===== config.mk =====
export PLATFORM = sky130hd
export DESIGN_NAME = esn_step_ctrl
export DESIGN_NICKNAME = d
export VERILOG_FILES = /design/src/rtl/esn_step_ctrl.sv
export SDC_FILE = /design/constraint.sdc
export NUM_CORES = 1
export LEC_CHECK = 0
export CAP_MARGIN = 20
export CORE_UTILIZATION = 52
export CTS_CLUSTER_DIAMETER = 200
export CTS_CLUSTER_SIZE = 24
export DETAILED_ROUTE_END_ITERATION = 6
export PLACE_DENSITY = 0.81
export SLEW_MARGIN = 20
export SYNTH_ARGS = -nofsm -noshare
export SYNTH_HDL_FRONTEND = slang
export SYNTH_SLANG_ARGS = --single-unit

===== constraint.sdc =====
create_clock -name clk -period 9.9 [get_ports clk]
set_input_delay 0.99 -clock clk [delete_from_list [all_inputs] [get_ports clk]]
set_output_delay 0.99 -clock clk [all_outputs]
set_load 0.01 [all_outputs]

===== src/rtl/esn_step_ctrl.sv =====
// Sequencer for one PE tile: runs n_steps reservoir updates, each split into N_GRP block-MVM passes
// (fetch weight word, run PE for PE_LAT cycles, capture outputs), then commits the next-state buffer.
module esn_step_ctrl #(
    parameter int WORD_LEN = 16,
    parameter int NEU_IN   = 8,
    parameter int NEU_OUT  = 4,
    parameter int N_GRP    = 2,
    parameter int PE_LAT   = 2,
    parameter int STEP_W   = 8,
    parameter int W_ADDR_W = 4
) (
    input  logic                          clk,
    input  logic                          rst,
    input  logic                          start,
    input  logic [STEP_W-1:0]             n_steps,
    output logic                          busy,
    output logic                          done,
    input  logic                          st_we,
    input  logic [$clog2(NEU_IN)-1:0]     st_addr,
    input  logic [WORD_LEN-1:0]           st_din,
    output logic [WORD_LEN*NEU_IN-1:0]    state_q,
    output logic                          w_rd,
    output logic [W_ADDR_W-1:0]           w_addr,
    output logic                          pe_ce,
    output logic [1:0]                    pe_mode,
    input  logic [WORD_LEN*NEU_OUT-1:0]   pe_q
);
    localparam int ST_AW = $clog2(NEU_IN);
    localparam int CNT_W = (PE_LAT > 1) ? $clog2(PE_LAT) : 1;
    localparam int GRP_BITS = WORD_LEN * NEU_OUT;

    typedef enum logic [2:0] {
        S_IDLE,
        S_FETCH,
        S_EXEC,
        S_CAPT,
        S_COMMIT,
        S_DONE
    } state_t;

    state_t                      st, nst;
    logic [STEP_W-1:0]           n_lat;
    logic [STEP_W-1:0]           steps_done;
    logic [STEP_W-1:0]           steps_nxt;
    logic [W_ADDR_W-1:0]         grp;
    logic [CNT_W-1:0]            ecnt;
    logic [WORD_LEN*NEU_IN-1:0]  nxt_buf;

    assign steps_nxt = steps_done + STEP_W'(1);

    always_ff @(posedge clk or posedge rst) begin
        if (rst) begin
            st <= S_IDLE;
        end else begin
            st <= nst;
        end
    end

    always_comb begin
        nst     = st;
        busy    = 1'b0;
        done    = 1'b0;
        w_rd    = 1'b0;
        pe_ce   = 1'b0;
        w_addr  = grp;
        pe_mode = 2'b01;
        case (st)
            S_IDLE: begin
                if (start) begin
                    nst = (n_steps != '0) ? S_FETCH : S_DONE;
                end
            end
            S_FETCH: begin
                busy = 1'b1;
                w_rd = 1'b1;
                nst  = S_EXEC;
            end
            S_EXEC: begin
                busy  = 1'b1;
                pe_ce = 1'b1;
                if (ecnt == CNT_W'(PE_LAT - 1)) begin
                    nst = S_CAPT;
                end
            end
            S_CAPT: begin
                busy = 1'b1;
                nst  = (grp == W_ADDR_W'(N_GRP - 1)) ? S_COMMIT : S_FETCH;
            end
            S_COMMIT: begin
                busy = 1'b1;
                nst  = (steps_nxt == n_lat) ? S_DONE : S_FETCH;
            end
            S_DONE: begin
                done = 1'b1;
                nst  = S_IDLE;
            end
            default: nst = S_IDLE;
        endcase
    end

    always_ff @(posedge clk or posedge rst) begin
        if (rst) begin
            state_q    <= '0;
            nxt_buf    <= '0;
            n_lat      <= '0;
            steps_done <= '0;
            grp        <= '0;
            ecnt       <= '0;
        end else begin
            ecnt <= (st == S_EXEC) ? ecnt + CNT_W'(1) : '0;
            case (st)
                S_IDLE: begin
                    // Host write lands before a same-cycle start, so the run sees it.
                    if (st_we) begin
                        for (int i = 0; i < NEU_IN; i++) begin
                            if (st_addr == ST_AW'(i)) begin
                                state_q[i*WORD_LEN +: WORD_LEN] <= st_din;
                            end
                        end
                    end
                    if (start && (n_steps != '0)) begin
                        n_lat      <= n_steps;
                        steps_done <= '0;
                        grp        <= '0;
                    end
                end
                S_CAPT: begin
                    for (int g = 0; g < N_GRP; g++) begin
                        if (grp == W_ADDR_W'(g)) begin
                            nxt_buf[g*GRP_BITS +: GRP_BITS] <= pe_q;
                        end
                    end
                    if (grp != W_ADDR_W'(N_GRP - 1)) begin
                        grp <= grp + W_ADDR_W'(1);
                    end
                end
                S_COMMIT: begin
                    state_q    <= nxt_buf;
                    grp        <= '0;
                    steps_done <= steps_nxt;
                end
                default: ;
            endcase
        end
    end
endmodule


Word level (Yosys, flattened, before mapping)
Index checks and enable logic that the tools add are counted.
- $add $sub $neg: 3
- reduce and logical (&&, ||, !) cells: 22
- multiplexer cells: 26
- eq/ne operators: 28
- operators with widths (operator ; number):
    one-hot mux 128 bit (2 select lines) ; 1
    2-to-1 mux 128 bit ; 1
    2-to-1 mux 16 bit ; 8
    AND reduction 3 bit ; 9
    inequality test 2 bit (second input constant) ; 13
    equality test 3 bit (second input constant) ; 6
    one-hot mux 8 bit (2 select lines) ; 1
    2-to-1 mux 3 bit ; 5
    one-hot mux 3 bit (5 select lines) ; 1
    equality test 3 x 2 -> 1 bit (second input constant) ; 4
    one-hot mux 4 bit (3 select lines) ; 1
    AND reduction 2 bit ; 5
    adder 8 x 1 -> 8 bit (second input constant) ; 1
    equality test 8 bit ; 1
    2-to-1 mux 4 bit ; 2
    2-to-1 mux 8 bit ; 1
    nonzero test 8 bit ; 1
    equality test 3 x 1 -> 1 bit (second input constant) ; 2
    zero test 3 bit ; 2
    2-to-1 mux 1 bit ; 5
    adder 4 x 1 -> 4 bit (second input constant) ; 1
    equality test 4 x 1 -> 1 bit (second input constant) ; 1
    zero test 4 bit ; 1
    inequality test 4 x 1 -> 1 bit (second input constant) ; 1
    5 further kinds ; 5
- output and inout bits: 138
- word-level logic and storage cells: 94
- bits in registers: 280
- input port bits: 95

Logic depth before layout (Yosys ltp)
Gate-level depths: netlist of run 1.
- depth in word-level cells: 4
- depth in mapped cells: 8
- gate-level depth less buffers: 7

Worst setup path after synthesis of run 1
OpenSTA, ideal clock, no wires.
- path kind: in2reg
- from: input n_steps[4]
- to: register n_lat[0]
- stages on the path: 4
- data required time: 9.775 ns
- arrival time: 2.104 ns
- setup slack: 7.671 ns
- path through: nor4_1 a21boi_0 nand3b_1 mux2_2
- longest elaborated chain between the ends: 3
- RTL lines (item ; RTL line ; RTL):
    start, declared ; 15 ; input logic [STEP_W-1:0] n_steps,
    nonzero test 8 bit ; 121 ; if (start && (n_steps != '0)) begin
    logical AND 1 bit ; 121 ;
    AND reduction 2 bit (no line) ; -- ;
    end signal, assigned ; 122 ; n_lat <= n_steps;
    end, declared ; 42 ; logic [STEP_W-1:0] n_lat;
No other way between the ends.
A chain may end at the register's enable or synchronous reset.

==> impl_metrics.py, run 1 <==
metrics = {
    "yosys": {
        "synth_area_um2": 11630,
        "synth_adder_area_share_pct": 0.4303,
        "synth.area.mux_share_pct": 14.54,
        "syn_nets": 1120,
        "synthesis.instances": 1021,
        "synth.avg_cell_area_um2": 11.39,
        "yosys_warnings": 0,
        "yosysTopAreaCell": "dfrtp_1",
        "synth_compound_area_share_pct": 12.38,
        "synth_top_flop_cell": "dfrtp_1",
        "synth_top_area_share_pct": 60.24,
        "synthSimpleGateAreaFrac_pct": 8.079,
        "synthXorXnorAreaFrac_pct": 0.9036,
        "ys_seq_area_share_pct": 60.24,
        "ys_ff_latch": 280,
        "synth_cell_type_count": 50,
        "synth_top_family_by_area": "multiplexers",
        "synth_area_leaders": "dfrtp_1 60%, mux2_2 7.4%, mux2_1 5.8%, a21oi_1 5.6%, o21ai_0 5.6%",
        "synth-async-reset-ratio_pct": 100.0,
        "synth_edf_count": 0,
    },
    "final_layout": {
        "layout_common_cells": "280 x dfrtp_1, 230 x clkdlybuf4s50_1, 131 x a21oi_1",
        "instances_no_fill": 1476,
        "areaGrowthSynthToFinish_pct": 24.02,
        "num-nets-final": 1296,
        "antenna_cells": 0,
        "multi_input_area_um2": 4284,
        "register_area_um2": 7007,
        "final_common_cell": "dfrtp_1",
        "fill_cells": 1740,
        "drive_gt1_share_pct": 9.615,
    },
    "die": {
        "fp.dieH_um": 151.6,
        "rows": 54,
        "fp.coreArea_um2": 21890,
        "die_w_um": 151.6,
        "start_util_pct": 53.13,
        "ios": 233,
        "die_area_um2": 22970,
    },
    "cts": {
        "cts_setup_buffers": 0,
        "worstSkewPairLatency_ps": 480,
        "cts_resized": 0,
        "cts.sinks": 280,
        "cts_tree": "built",
        "cts-root-buf": "clkbuf_16",
        "hold_buffers": 0,
        "clockBufferDepth": 3,
        "htree_num_levels": 1,
        "path_clk_slew_ps": 90,
        "cts_made_buffers": 15,
    },
    "timing": {
        "finalCriticalPeriod_ps": 3542,
        "clock.fmax_mhz": 282.3,
        "maxSlewHeadroom_pct": 28.29,
        "worst_slew_pin_slew_ps": 1073,
        "hold_slack_ps": 466.2,
        "hold_violations": 0,
        "maxSlewViolCount": 0,
        "post-route-period-util_pct": 35.78,
        "setup_viol": 0,
        "rsz0062_at_grt": "no",
        "fin_tns_setup_ps": 0,
        "clock_skew_ps": 15.42,
    },
    "setup_path": {
        "cpPeakStageDelay_ps": 880,
        "cp.depth": 4,
        "crit_family": "buffers and inverters",
        "path_class": "primary input to async pin",
        "cp_max_fo": 139,
        "cp_slowest_cell": "buf_4",
        "path_buf_inv": 4,
        "cp_cell_sequence": "clkdlybuf4s50_1 -> inv_8 -> buf_4 -> buf_4",
        "worstSetupStartpointType": "primary input",
        "rr_worst_depth": 4,
        "endpoint_kind": "async pin",
        "cp.required_ps": 10380,
        "worst_ep_arrival_time_ps": 4030,
        "crit_top_cell": "buf_4",
    },
    "detailed_routing": {
        "drt_iter0_markers": 538,
        "vias": 8337,
        "routed_via_density": 5.648,
        "routed_wl_um": 29780,
        "ant_nets": 0,
        "drc": 1,
        "drt_first_pass_iters": 7,
        "wl_per_cell_um": 20.17,
    },
    "place": {
        "dp_hpwl_um": 19490,
        "port_buffers": 230,
        "gp_congestion": 0.8112,
        "dp.cells": 1460,
    },
    "power": {
        "powerDensity_nw_per_um2": 169.3,
        "p_leak_nw": 6.254,
        "fin_total_pwr_mw": 2.442,
        "peakVddDrop_mv": 0.1144,
    },
    "global_route": {
        "gr-total-overflow": 0,
        "grt_usage_pct": 26.40,
        "antenna_found_initial": 1,
        "grt_pass1_vias": 8226,
        "grt_max_degree": 140,
        "grt_pass1_wl_um": 45800,
    },
    "min_path": {
        "hold_path.class": "flop to flop",
        "hold_path_depth": 2,
    },
    "run_status": {
        "status": "finished with violations",
        "violations": "design-rule violations",
    },
    "flow_run": {
        "drv_cap": 0,
    },
}
[flip-flops by register name, indices dropped and copies added (netlist names)]
name / cells
state_q: 128
w_addr: 4
n_lat: 8
nxt_buf: 128
st: 3
ecnt: 1
steps_done: 8
[final cells by class]
cell class              count  area share [%]
flip-flops and latches    280           48.57
multi-input cells         655           29.70
repair buffers            239           16.43
clock buffers              15           2.602
well taps                 280           2.429
inverters                   6          0.2082
clock inverters             1         0.06072
[kinds of logic (layout without fill, tap and decap cells)]
| group | Yosys count | after routing |
|---|---|---|
| multiplexers | 152 | 152 |
| flip-flops | 280 | 280 |
| AO/OA/AOI/OAI | 278 | 278 |
| adder cells (fa/ha/maj) | 4 | 4 |
| buffers and inverters | 86 | 261 |
| AND/OR/NAND/NOR | 207 | 207 |
| other | 2 | 2 |
| XOR/XNOR | 12 | 12 |
[layer usage]
metal,track usage [%],wire length [um],vias to the layer above
met5,0,13,-
met4,6.485,627,2
met3,4.790,2231,38
met2,42.58,14050,273
met1,37.10,12860,4169
li1,-,-,3855
[through the flow]
step                cell area (um^2)  setup WS [ps]  util (%)
global placement               14030           5776     64.07
finish                         14430           6358     65.90
detailed placement             14030           5742     64.07
CTS                            14410           6256     65.83
global route                   14430           5905     65.90
floorplan                      11630           1188         -
[path summary, 6_finish.rpt]
check	startpoint	endpoint	slack, ps
hold / removal	nxt_buf[27]	state_q[27]	470
hold reg to reg	nxt_buf[27]	state_q[27]	470
max in group clk	st[2]	done	6730
setup / recovery	rst	state_q[62]	6360
min in group asynchronous	rst	w_addr[3]	1090
setup reg to reg	st[2]	state_q[79]	6920
[synth_stat cells (3+ instances only)]
library cell / number
nor2_1: 27
nor3b_1: 3
and3b_1: 3
nand2_1: 127
clkbuf_1: 46
buf_2: 24
and2_0: 6
inv_1: 6
nor3_1: 4
ha_1: 4
xnor2_1: 5
o21ai_0: 129
mux2_2: 76
a21oi_1: 131
nor4_1: 4
mux2_1: 60
and2_1: 13
nand3_1: 5
xor2_1: 7
dfrtp_1: 280
mux2i_1: 16
buf_4: 10
[report_power, final]
part | internal, mW | switching (mW)
clock | 0.275 | 0.354
sequential | 1.27 | 0.0763
combinational | 0.249 | 0.221
total | 1.79 | 0.651
[worst reg2reg max path: cells and delay by family (launching register included)]
kind	cells	cell delay, ps
flip-flops	1	870
AND/OR/NAND/NOR	1	820
buffers and inverters	1	810
AO/OA/AOI/OAI	2	410
Note: power is estimated with default switching activity, not from simulation.
==> inputs of run 2 (changes only) <==
==> constraint.sdc (replaced) <==
create_clock -name clk -period 3.55 [get_ports clk]
set_input_delay 0.355 -clock clk [delete_from_list [all_inputs] [get_ports clk]]
set_output_delay 0.355 -clock clk [all_outputs]
set_load 0.01 [all_outputs]
==> impl_metrics.py, run 2 (synthesis results as in run 1) <==
metrics = {
    "run_status": {
        "status": "finished, final reports clean",
    },
    "power": {
        "pwr-share-comb_pct": 19.5,
        "fin_total_pwr_mw": 6.800,
        "net-switching-power_mw": 1.799,
        "powerDensity_nw_per_um2": 468.2,
        "internal_power_mw": 5.001,
        "p_leak_nw": 6.302,
        "power_frac_clock_pct": 25.6,
        "switching_share_pct": 26.46,
        "peakVddDrop_mv": 0.2659,
        "p_seq_share_pct": 54.9,
    },
    "timing": {
        "hold_slack_ps": 432.4,
        "post-route-period-util_pct": 68.39,
        "worst_slew_pin_slew_ps": 938.6,
        "setup_viol": 0,
        "maxSlewViolCount": 0,
        "clock_skew_ps": 13.21,
        "clock.fmax_mhz": 411.9,
        "finalCriticalPeriod_ps": 2428,
        "fin_tns_setup_ps": 0,
        "hold_violations": 0,
        "rsz0062_at_grt": "no",
        "maxSlewHeadroom_pct": 37.42,
    },
    "detailed_routing": {
        "routed_via_density": 5.606,
        "vias": 8331,
        "ant_nets": 0,
        "drt_iter0_markers": 549,
        "routed_wl_um": 29620,
        "wl_per_cell_um": 19.93,
        "drt_first_pass_iters": 5,
        "drc": 0,
    },
    "setup_path": {
        "path_buf_inv": 0,
        "worst_ep_arrival_time_ps": 2770,
        "worstSetupStartpointType": "flop",
        "cp.required_ps": 3890,
        "crit_family": "simple AND/OR/NAND/NOR gates",
        "cpPeakStageDelay_ps": 640,
        "cp_max_fo": 21,
        "path_class": "flop to flop",
        "cp_slowest_cell": "and2_0",
        "endpoint_kind": "flop",
        "cp_cell_sequence": "nor2_4 -> nand2_1 -> and2_0 -> a21oi_1 -> o21ai_0",
    },
    "cts": {
        "worstSkewPairLatency_ps": 480,
        "clockBufferDepth": 3,
        "cts-root-buf": "clkbuf_16",
        "path_clk_slew_ps": 90,
        "cts_setup_buffers": 0,
        "cts_resized": 0,
        "htree_num_levels": 1,
        "hold_buffers": 0,
        "cts_tree": "built",
        "cts.sinks": 280,
        "cts_made_buffers": 15,
    },
    "global_route": {
        "grt_max_degree": 136,
        "grt_usage_pct": 26.27,
        "gr-total-overflow": 0,
        "antenna_found_initial": 2,
        "grt_pass1_vias": 8193,
        "grt_pass1_wl_um": 45480,
    },
    "place": {
        "gp_congestion": 0.8621,
        "dp_hpwl_um": 20050,
        "port_buffers": 230,
    },
    "die": {
        "start_util_pct": 53.13,
        "ios": 233,
        "fp.dieH_um": 151.6,
        "fp.coreArea_um2": 21890,
        "die_area_um2": 22970,
        "die_w_um": 151.6,
        "rows": 54,
    },
    "final_layout": {
        "drive_gt1_share_pct": 10.22,
        "register_area_um2": 7007,
        "layout_common_cells": "280 x dfrtp_1, 230 x clkdlybuf4s50_1, 131 x a21oi_1",
        "num-nets-final": 1304,
        "largest_registers": "nxt_buf (128), state_q (128)",
        "areaGrowthSynthToFinish_pct": 24.87,
        "multi_input_area_um2": 4277,
        "final_common_cell": "dfrtp_1",
        "fill_cells": 1696,
    },
    "flow_run": {
        "drv_cap": 0,
    },
    "min_path": {
        "hold_path.class": "primary input to async pin",
    },
}
run 2: cell count changes in the layout (fill, tap and decap cells not counted), sizes merged:
cell      delta
clkinvlp     +1
buf          +8
inv          -1
diode        +2
run 2: worst paths after layout:
| kind | from | to | slack, ps | depth (start not counted) |
|---|---|---|---|---|
| max reg2reg | st[0] | state_q[34] | 1120 | 5 |
| min | rst | state_q[106] | 430 | 3 |
| min reg2reg | ecnt | ecnt | 470 | 1 |
| max in group asynchronous | rst | nxt_buf[90] | 2340 | 3 |
| max | st[0] | state_q[34] | 1120 | 5 |
| min in group clk | ecnt | ecnt | 470 | 1 |
run 2: layer usage:
layer	share of wire (%)	vias to the layer above	track usage, %
li1	-	3876	-
met1	43	4135	36.48
met2	47	274	41.87
met3	7.1	44	4.880
met4	3.1	2	8.515
met5	0.044	-	0
run 2: final cells by class:
type,count,share of cell area (%)
Sequential cell,280,48.24
Clock inverter,1,0.06030
Tap cell,280,2.412
Timing Repair Buffer,247,17.04
Inverter,6,0.1809
Antenna cell,2,0.03446
Clock buffer,15,2.584
Multi-Input combinational cell,655,29.45
run 2: power groups by stage:
| stage | logic (mW) | registers [mW] | clock network [mW] |
|---|---|---|---|
| 6_report | 1.32 | 3.74 | 1.74 |
| 5_1_grt | 1.45 | 3.78 | 1.88 |
| 4_1_cts | 1.33 | 3.73 | 1.78 |
| 3_5_place_dp | 1.33 | 3.80 | 0 |
| 3_3_place_gp | 1.28 | 3.78 | 0 |
| 2_1_floorplan | 0.628 | 3.82 | 0 |
run 2: per-stage QoR:
step                setup WS (ps)  area, um^2  instances  util [%]
floorplan                  -512.3       11630       1021         -
global placement            832.0       14090       1466     64.37
detailed placement          761.0       14110       1467     64.44
CTS                         751.6       14490       1483     66.20
global route                908.8       14520       1485     66.34
finish                       1122       14520       1486     66.35
run 2: tightest hold or removal path, delay by kind of cell:
family	cells	cell delay [ps]
buf+inv	3	1050
